`config.mk`:
```
export PLATFORM = sky130hd
export DESIGN_NAME = hdmi_rx_link_ctrl
export DESIGN_NICKNAME = d
export VERILOG_FILES = /design/src/rtl/hdmi_rx_link_ctrl_pkg.sv /design/src/rtl/hdmi_rx_link_ctrl_tmr.sv /design/src/rtl/hdmi_rx_link_ctrl.sv
export SDC_FILE = /design/constraint.sdc
export NUM_CORES = 1
export LEC_CHECK = 0
export CAP_MARGIN = 15
export CORE_MARGIN = 8
export CORE_UTILIZATION = 25
export CTS_CLUSTER_SIZE = 28
export DETAILED_ROUTE_END_ITERATION = 6
export PLACE_DENSITY = 0.42
export SYNTH_ARGS = -nofsm -noshare
export SYNTH_HDL_FRONTEND = slang
export SYNTH_SLANG_ARGS = --single-unit
```
`constraint.sdc`:
```
create_clock -name i_pclk -period 3.29 [get_ports i_pclk]
set_input_delay 0.4935 -clock i_pclk [delete_from_list [all_inputs] [get_ports i_pclk]]
set_output_delay 0.4935 -clock i_pclk [all_outputs]
set_load 0.01 [all_outputs]
```
`src/rtl/hdmi_rx_link_ctrl_pkg.sv`:
```
// Shared state codes, counter widths and helpers for the HDMI receive link sequencer.
package hdmi_rx_link_ctrl_pkg;

  localparam int TMR_W = 24;
  localparam int CNT_W = 16;
  localparam int RTY_W = 4;
  localparam int FRM_W = 4;

  typedef enum logic [2:0] {
    ST_RST_CH     = 3'd0,
    ST_WAIT_RDY   = 3'd1,
    ST_WAIT_VLD   = 3'd2,
    ST_WAIT_FRAME = 3'd3,
    ST_LOCKED     = 3'd4,
    ST_FAIL       = 3'd5
  } state_e;

  function automatic logic [CNT_W-1:0] sat_inc(input logic [CNT_W-1:0] v);
    return (v == '1) ? v : v + CNT_W'(1);
  endfunction

endpackage

```
`src/rtl/hdmi_rx_link_ctrl_tmr.sv`:
```
// Clearable 24-bit up-counter with an equality expiry flag against a caller-supplied limit.
module hdmi_rx_link_ctrl_tmr
  import hdmi_rx_link_ctrl_pkg::*;
(
  input  logic             i_clk,
  input  logic             i_reset,
  input  logic             i_clr,
  input  logic [TMR_W-1:0] i_limit,
  output logic             o_expired
);

  logic [TMR_W-1:0] r_count;

  always_ff @(posedge i_clk) begin
    if (i_reset || i_clr) r_count <= '0;
    else                  r_count <= r_count + TMR_W'(1);
  end

  assign o_expired = (r_count == i_limit);

endmodule

```
`src/rtl/hdmi_rx_link_ctrl.sv`:
```
// Link bring-up / recovery sequencer for the three TMDS decode channels.
// Outputs are registered from the next state so they line up with the state register.
module hdmi_rx_link_ctrl
  import hdmi_rx_link_ctrl_pkg::*;
#(
  parameter int               RST_CYCLES    = 16,
  parameter int               RDY_TIMEOUT   = 1048575,
  parameter int               FRAME_TIMEOUT = 4194303,
  parameter int               LOCK_FRAMES   = 2,
  parameter int               MAX_RETRY     = 7,
  parameter int               HOLDOFF       = 16777215,
  parameter bit               VS_POL        = 1'b1,
  parameter logic [CNT_W-1:0] ERR_PRESET    = '0
) (
  input  logic             i_pclk,
  input  logic             i_reset,
  input  logic [2:0]       i_rdy,
  input  logic [2:0]       i_vld,
  input  logic [2:0]       i_psalgnerr,
  input  logic             i_vsync,
  output logic             o_chan_rst,
  output logic             o_link_up,
  output logic             o_link_fail,
  output logic [2:0]       o_state,
  output logic [RTY_W-1:0] o_retry_cnt,
  output logic [CNT_W-1:0] o_err_cnt
);

  state_e           r_state;
  state_e           w_next;
  state_e           w_fail_tgt;
  logic             r_vs_hist;
  logic [FRM_W-1:0] r_frames;
  logic [RTY_W-1:0] r_retry;
  logic [CNT_W-1:0] r_err;
  logic             r_chan_rst;
  logic             r_link_up;
  logic             r_link_fail;

  logic             w_vs_edge;
  logic [FRM_W-1:0] w_frames_inc;
  logic             w_lock;
  logic             w_link_err;
  logic [RTY_W-1:0] w_retry_inc;
  logic             w_fail_path;
  logic             w_retry_clr;
  logic             w_err_inc;
  logic [TMR_W-1:0] w_limit;
  logic             w_expired;
  logic             w_tmr_clr;

  assign w_vs_edge    = (i_vsync == VS_POL) && (r_vs_hist != VS_POL);
  assign w_frames_inc = r_frames + FRM_W'(1);
  assign w_lock       = w_vs_edge && (w_frames_inc == FRM_W'(LOCK_FRAMES));
  assign w_link_err   = (i_vld != 3'b111) || (i_psalgnerr != 3'b000);
  assign w_retry_inc  = r_retry + RTY_W'(1);
  assign w_fail_tgt   = (w_retry_inc == RTY_W'(MAX_RETRY)) ? ST_FAIL : ST_RST_CH;
  assign w_tmr_clr    = (w_next != r_state);

  // RST_CH and FAIL count whole cycles in state, the waits count up to the timeout inclusive.
  always_comb begin
    w_limit = '0;
    case (r_state)
      ST_RST_CH:     w_limit = TMR_W'(RST_CYCLES - 1);
      ST_WAIT_RDY,
      ST_WAIT_VLD:   w_limit = TMR_W'(RDY_TIMEOUT);
      ST_WAIT_FRAME: w_limit = TMR_W'(FRAME_TIMEOUT);
      ST_FAIL:       w_limit = TMR_W'(HOLDOFF - 1);
      default:       w_limit = '0;
    endcase
  end

  hdmi_rx_link_ctrl_tmr u_tmr (
    .i_clk     (i_pclk),
    .i_reset   (i_reset),
    .i_clr     (w_tmr_clr),
    .i_limit   (w_limit),
    .o_expired (w_expired)
  );

  always_comb begin
    w_next      = r_state;
    w_fail_path = 1'b0;
    w_retry_clr = 1'b0;
    w_err_inc   = 1'b0;
    case (r_state)
      ST_RST_CH: begin
        if (w_expired) w_next = ST_WAIT_RDY;
      end
      ST_WAIT_RDY: begin
        if (i_rdy == 3'b111) w_next = ST_WAIT_VLD;
        else if (w_expired)  w_fail_path = 1'b1;
      end
      ST_WAIT_VLD: begin
        if (i_vld == 3'b111) w_next = ST_WAIT_FRAME;
        else if (w_expired)  w_fail_path = 1'b1;
      end
      ST_WAIT_FRAME: begin
        if (w_link_err) begin
          w_fail_path = 1'b1;
        end else if (w_lock) begin
          w_next      = ST_LOCKED;
          w_retry_clr = 1'b1;
        end else if (w_expired) begin
          w_fail_path = 1'b1;
        end
      end
      ST_LOCKED: begin
        if (w_link_err) begin
          w_next    = ST_RST_CH;
          w_err_inc = 1'b1;
        end
      end
      ST_FAIL: begin
        if (w_expired) begin
          w_next      = ST_RST_CH;
          w_retry_clr = 1'b1;
        end
      end
      default: w_next = ST_RST_CH;
    endcase
    if (w_fail_path) w_next = w_fail_tgt;
  end

  always_ff @(posedge i_pclk) begin
    if (i_reset) begin
      r_state     <= ST_RST_CH;
      r_chan_rst  <= 1'b1;
      r_link_up   <= 1'b0;
      r_link_fail <= 1'b0;
    end else begin
      r_state     <= w_next;
      r_chan_rst  <= (w_next == ST_RST_CH) || (w_next == ST_FAIL);
      r_link_up   <= (w_next == ST_LOCKED);
      r_link_fail <= (w_next == ST_FAIL);
    end
  end

  // Vsync history runs every cycle; edges only advance the frame count inside WAIT_FRAME.
  always_ff @(posedge i_pclk) begin
    if (i_reset) begin
      r_vs_hist <= ~VS_POL;
      r_frames  <= '0;
    end else begin
      r_vs_hist <= i_vsync;
      if ((w_next == ST_WAIT_FRAME) && (r_state != ST_WAIT_FRAME))
        r_frames <= '0;
      else if ((r_state == ST_WAIT_FRAME) && w_vs_edge)
        r_frames <= w_frames_inc;
    end
  end

  always_ff @(posedge i_pclk) begin
    if (i_reset) begin
      r_retry <= '0;
      r_err   <= ERR_PRESET;
    end else begin
      if (w_retry_clr)      r_retry <= '0;
      else if (w_fail_path) r_retry <= w_retry_inc;
      if (w_err_inc)        r_err   <= sat_inc(r_err);
    end
  end

  assign o_state     = r_state;
  assign o_chan_rst  = r_chan_rst;
  assign o_link_up   = r_link_up;
  assign o_link_fail = r_link_fail;
  assign o_retry_cnt = r_retry;
  assign o_err_cnt   = r_err;

endmodule
```
## Word-level counts from Yosys, hierarchy flattened

Index checks and enable logic that the tools add are counted.

- $add $sub $neg: 4
- Equality and inequality tests: 17
- Multiplexer cells: 22
- Bitwise operators: 2
- Reduce and logical (&&, ||, !) cells: 14

Operators with widths:

| kind | number |
|---|---|
| $pmux W24 S4 | 1 |
| $mux W3 | 9 |
| $add A24 B1 Y24 const B | 1 |
| $eq A24 B24 Y1 | 1 |
| $eq A3 B3 Y1 const B | 6 |
| $pmux W3 S6 | 1 |
| $add A16 B1 Y16 const B | 1 |
| $eq A16 B16 Y1 const B | 1 |
| $eq A3 B2 Y1 const B | 3 |
| $mux W1 | 9 |
| $add A4 B1 Y4 const B | 2 |
| $logic_not A3 Y1 | 2 |
| $reduce_or A2 Y1 | 3 |
| $eq A4 B2 Y1 const B | 1 |
| $eq A4 B3 Y1 const B | 1 |
| $logic_and A1 B1 Y1 | 4 |
| $eq A3 B1 Y1 const B | 1 |
| $logic_or A1 B1 Y1 | 3 |
| $ne A3 B2 Y1 const B | 1 |
| $ne A3 B3 Y1 | 1 |
| $ne A3 B3 Y1 const B | 1 |
| $pmux W1 S3 | 1 |
| $reduce_bool A3 Y1 | 1 |
| $not A1 Y1 | 2 |
| other kinds (2) | 2 |

- Register bits: 55
- Bits of input ports: 12
- Output and inout bits: 26
- Logic and storage cells: 68

## Longest topological paths before layout

- Depth in word-level cells: 12
- Depth in mapped cells: 9
- Depth with buffers taken out: 8

## Hierarchy

A second synthesis with hierarchy kept.

- Cell total of the unflattened synthesis: 360
- Area total of the unflattened synthesis: 3083.0 sq um

Modules (own cells, without submodules):

| module | instances | cells an instance | area an instance (sq um) | seq. area each (sq um) |
|---|---|---|---|---|
| hdmi_rx_link_ctrl | 1 | 205 | 1747.9 | 620.6 |
| hdmi_rx_link_ctrl_tmr | 1 | 155 | 1335.0 | 480.5 |

## Worst setup path before layout

OpenSTA, ideal clock, no wires.

- Path type: register -> register
- From: register r_state[2], in the netlist o_state[2]
- To: register u_tmr.r_count[10]
- Setup time: 115 ps
- Data arrival time: 2358 ps
- Required time: 3175 ps
- Path slack: 818 ps
- Cell stages (with the launch flop): 10
- Path buffers: 2
- Period minus slack after synthesis: 2472 ps
- Cells stage by stage: dfxtp_1 -> buf_4 -> and2b_2 -> o21ai_0 -> mux2_2 -> o41ai_4 -> a31oi_1 -> o2111ai_2 -> buf_6 -> nor2_1

- Word-level cells in the longest chain between the ends: 11
- Elaborated cells between the ends (all ways): 26
- Those cells by class: 7 x eq/ne; 16 x mux; 3 x reduce/logical

RTL lines:

| element | RTL line | RTL |
|---|---|---|
| from (decl) | hdmi_rx_link_ctrl.sv:29 | `state_e r_state;` |
| from (signal assigned) | hdmi_rx_link_ctrl.sv:132 | `r_state <= w_next;` |
| $eq A3 B2 Y1 / $eq A3 B1 Y1 (equally long branches) | hdmi_rx_link_ctrl.sv:63, hdmi_rx_link_ctrl.sv:86 |  |
| $reduce_or A2 Y1 | hdmi_rx_link_ctrl.sv:63 | `case (r_state)` |
| $pmux W24 S4 | hdmi_rx_link_ctrl.sv:63 |  |
| $eq A24 B24 Y1 | hdmi_rx_link_ctrl_tmr.sv:19 | `assign o_expired = (r_count == i_limit);` |
| $mux W1 | hdmi_rx_link_ctrl.sv:92, hdmi_rx_link_ctrl.sv:96, hdmi_rx_link_ctrl.sv:104 |  |
| $mux W1 | hdmi_rx_link_ctrl.sv:101 | `end else if (w_lock) begin` |
| $mux W1 | hdmi_rx_link_ctrl.sv:99 | `if (w_link_err) begin` |
| $pmux W1 S3 | hdmi_rx_link_ctrl.sv:86 | `case (r_state)` |
| $mux W3 | hdmi_rx_link_ctrl.sv:122 | `if (w_fail_path) w_next = w_fail_tgt;` |
| $ne A3 B3 Y1 (*) | hdmi_rx_link_ctrl.sv:58 | `assign w_tmr_clr = (w_next != r_state);` |
| $logic_or A1 B1 Y1 (*) | hdmi_rx_link_ctrl_tmr.sv:15 | `if (i_reset \|\| i_clr) r_count <= '0;` |
| to (signal assigned) | hdmi_rx_link_ctrl_tmr.sv:16 | `else r_count <= r_count + TMR_W'(1);` |
| to (decl) | hdmi_rx_link_ctrl_tmr.sv:12 | `logic [TMR_W-1:0] r_count;` |

Mark *: on every way between the ends. The rest lies on a longest branch, timed or not.
A chain may end at the register's enable or synchronous reset.

## Worst setup path after layout

- From: input port i_vld[1]
- To: register u_tmr.r_count[11]

- Word-level cells in the longest chain between the ends: 7
- Elaborated cells between the ends (all ways): 13
- Those cells by class: 3 x eq/ne; 8 x mux; 2 x reduce/logical

RTL lines:

| element | RTL line | RTL |
|---|---|---|
| from (decl) | hdmi_rx_link_ctrl.sv:18 | `input logic [2:0] i_vld,` |
| $ne A3 B3 Y1 | hdmi_rx_link_ctrl.sv:55 | `assign w_link_err = (i_vld != 3'b111) \|\| (i_psalgnerr != 3'b000);` |
| $logic_or A1 B1 Y1 | hdmi_rx_link_ctrl.sv:55 |  |
| $mux W3 (tied with other cells) | hdmi_rx_link_ctrl.sv:109 | `if (w_link_err) begin` |
| $pmux W3 S6 / $pmux W1 S3 (equally long branches) | hdmi_rx_link_ctrl.sv:86 |  |
| $mux W3 (*) | hdmi_rx_link_ctrl.sv:122 |  |
| $ne A3 B3 Y1 (*) | hdmi_rx_link_ctrl.sv:58 |  |
| $logic_or A1 B1 Y1 (*) | hdmi_rx_link_ctrl_tmr.sv:15 |  |

Marked as above.

==> metrics.cfg <==
[grt]
grt_max_degree=25
grt_pass1_wl_um=12500
gr-usage-met2=0.157
top_usage_layer=met2
grt_pass1_vias=2444
grtUsageMet3=0.0209
grt.total_usage=0.0971
overflow=0
antenna_found_initial=0
gr-usage-met1=0.123

[min_path]
hold_path.startpoint=u_tmr.r_count[0]
min_path_cells=1
hold_path_class=flip-flop to flip-flop
holdPathEnd=u_tmr.r_count[0]

[logic_synthesis]
netlist.top_cell.by_area=dfxtp_1
netlist_instances=338
syn_area_sq_mm=0.00293
synth.top_cell.area_share=0.375
synthFlopType=dfxtp_1
yosys.cell_count.top_type=nor2_1
synth_nets=356
syn_avg_cell_area_sq_um=8.68
synth_edf_count=0
ys_top_cells_by_count=59 x nor2_1, 55 x dfxtp_1, 24 x xor2_1
ys_types=58
seq_area_frac_synth=0.375
synth_area_leaders=dfxtp_1 38%, nor2_1 7.6%, xor2_1 7.2%
yosys_register_bits=55
ys_async_sr_fraction=0
yosysWarnings=0

[pwr]
vdd_drop_max_mv=0.208
p_leak_nw=1.26
intPower_uw=984
combPwrFrac=0.035
p_sw_frac=0.239
seqPwrFrac=0.521
switching_power_uw=308
p_per_area_mw_per_mm2=357
pwr-share-clk=0.443

[clock_tree]
cts_buffers=5
path_clk_slew_ns=0.08
cts_setup_buffers=0
clk_path_buf_depth=2
cts_sinks=55
cts_root_buf=clkbuf_16
cts_tree=built
post_cts_resized=0
clkLatencyLatePin_ns=0.30
ctsHtreeMaxLevel=2
hold_buffers=0

[floorplan]
rows=39
io_pins=38
fp.dieArea_sq_mm=0.0155
die_w_um=124
die_y_um=124
core-area_sq_mm=0.0114
start_util=0.257

[setup_path]
crit_arrival_ns=3.15
critPathMaxFanout=24
worst_ep_required_time_ns=3.52
cp-end-kind=flip-flop
crit_family=simple AND/OR/NAND/NOR gates
ff2ff_path_depth=7
rr_startpoint=u_tmr.r_count[7]
path_buf_inv=2
reg2reg_slack_ns=0.43
start_kind=input port
reg2reg_to=o_chan_rst
slowest_stage=clkdlybuf4s50_1
cpPeakStageDelay_ns=0.53
path_cells=clkdlybuf4s50_1, nand3_1, or4_4, nor4b_4, o21ai_1, a211oi_1, o2111ai_2, buf_4, nor2_1
setup.worst_path.class=input port to flip-flop

[routing]
drt_iter0_markers=151
firstDrtPassIters=4
wl_per_cell_um=14.1
drtAntennaViolNets=0
viasPerCell=4.69
drcViolationCount=0
routed_wirelength_um=7410
vias=2458

[place]
place.gp.congestion=0.787
placed_area_sq_mm=0.00347
dp.cells=516
dpl.hpwl_um=5490
port-buffer-count=37

[sta]
clock_skew_ns=0.0126
period_share=0.889
finalWorstPathRequiredPeriod_ns=2.92
timing.hold.ws_ns=0.489
max-slew-margin-rel=0.543
finalMaxSlewViolations=0
hold_viol=0
finalSetupTns_ns=0
rsz0062_at_grt=no
setup_viol=0
worstMarginPinSlew_ns=0.680
fmax_ghz=0.342

[job]
drv_cap=0

[cells_and_area]
final_cells=524
n_antenna_cell=0
final_area_sq_mm=0.00362
drive_above_1_share=0.0971
area_growth_pct=23.4
fin_util=0.317
nets=398
nFillCells=1230

[status]
outcome=complete, no violations

-- stage by stage --
step	worst slack (ns)	total power, mW
finish	0.367	1.29
global route	0.189	1.35
CTS	0.361	1.32
detailed placement	0.0804	0.735
global placement	0.168	0.735
floorplan	0.818	0.712
-- registers in the layout, summed over array words and instances (netlist names) --
| name | count |
|---|---|
| r_vs_hist | 1 |
| r_frames | 4 |
| o_chan_rst | 1 |
| o_state | 3 |
| o_err_cnt | 16 |
| o_retry_cnt | 4 |
| u_tmr.r_count | 24 |
| o_link_up | 1 |
| o_link_fail | 1 |
-- kinds of logic after synthesis --
kind of cell / synth area share
flops: 0.375
buf+inv: 0.0350
mux: 0.0192
xor+xnor: 0.125
fa+ha+maj: 0.0256
simple gates: 0.309
compound gates: 0.110
-- area by class of cell --
class / instances / area (sq um) / area share
multi-input combinational: 265 / 1730 / 0.478
timing repair buffer: 44 / 423 / 0.117
inverter: 9 / 33.8 / 0.00933
clock buffer: 5 / 125 / 0.0346
clock inverter: 3 / 28.8 / 0.00795
tap: 143 / 179 / 0.0494
sequential: 55 / 1100 / 0.304
-- power by group through the flow --
stage	registers, mW	logic (mW)	clock network [mW]
3_5_place_dp	0.689	0.0459	0
5_1_grt	0.675	0.0503	0.627
3_3_place_gp	0.690	0.0458	0
2_1_floorplan	0.688	0.0234	0
4_1_cts	0.674	0.0462	0.600
6_report	0.674	0.0456	0.573
-- placed cells by master (no fill, tap or decap), types with 9 or more instances in the layout --
cell	synthesis	layout
dfxtp_1	55	55
xor2_1	24	24
inv_1	9	9
nand2_1	20	20
nor2_1	59	59
nand3_1	21	21
xnor2_1	18	18
nand4_1	10	10
clkdlybuf4s50_1	0	37
-- metal layers --
| metal | vias up | part of all wire |
|---|---|---|
| met4 | 0 | 0.017 |
| met5 | - | 0 |
| met3 | 8 | 0.039 |
| met1 | 1135 | 0.48 |
| met2 | 43 | 0.46 |
| li1 | 1272 | - |
-- worst max-delay path by stage --
| stage | from | depth (start not counted) | to | slack, ns |
|---|---|---|---|---|
| floorplan | o_state[2] | 9 | u_tmr.r_count[10] | 0.82 |
| global placement | i_vld[2] | 8 | o_link_up | 0.17 |
| detailed placement | i_vld[2] | 9 | u_tmr.r_count[16] | 0.08 |
| CTS | o_state[1] | 7 | o_chan_rst | 0.36 |
| global route | i_vld[2] | 9 | u_tmr.r_count[11] | 0.19 |
| finish | i_vld[1] | 9 | u_tmr.r_count[11] | 0.37 |
Note: power is estimated with default switching activity, not from simulation.
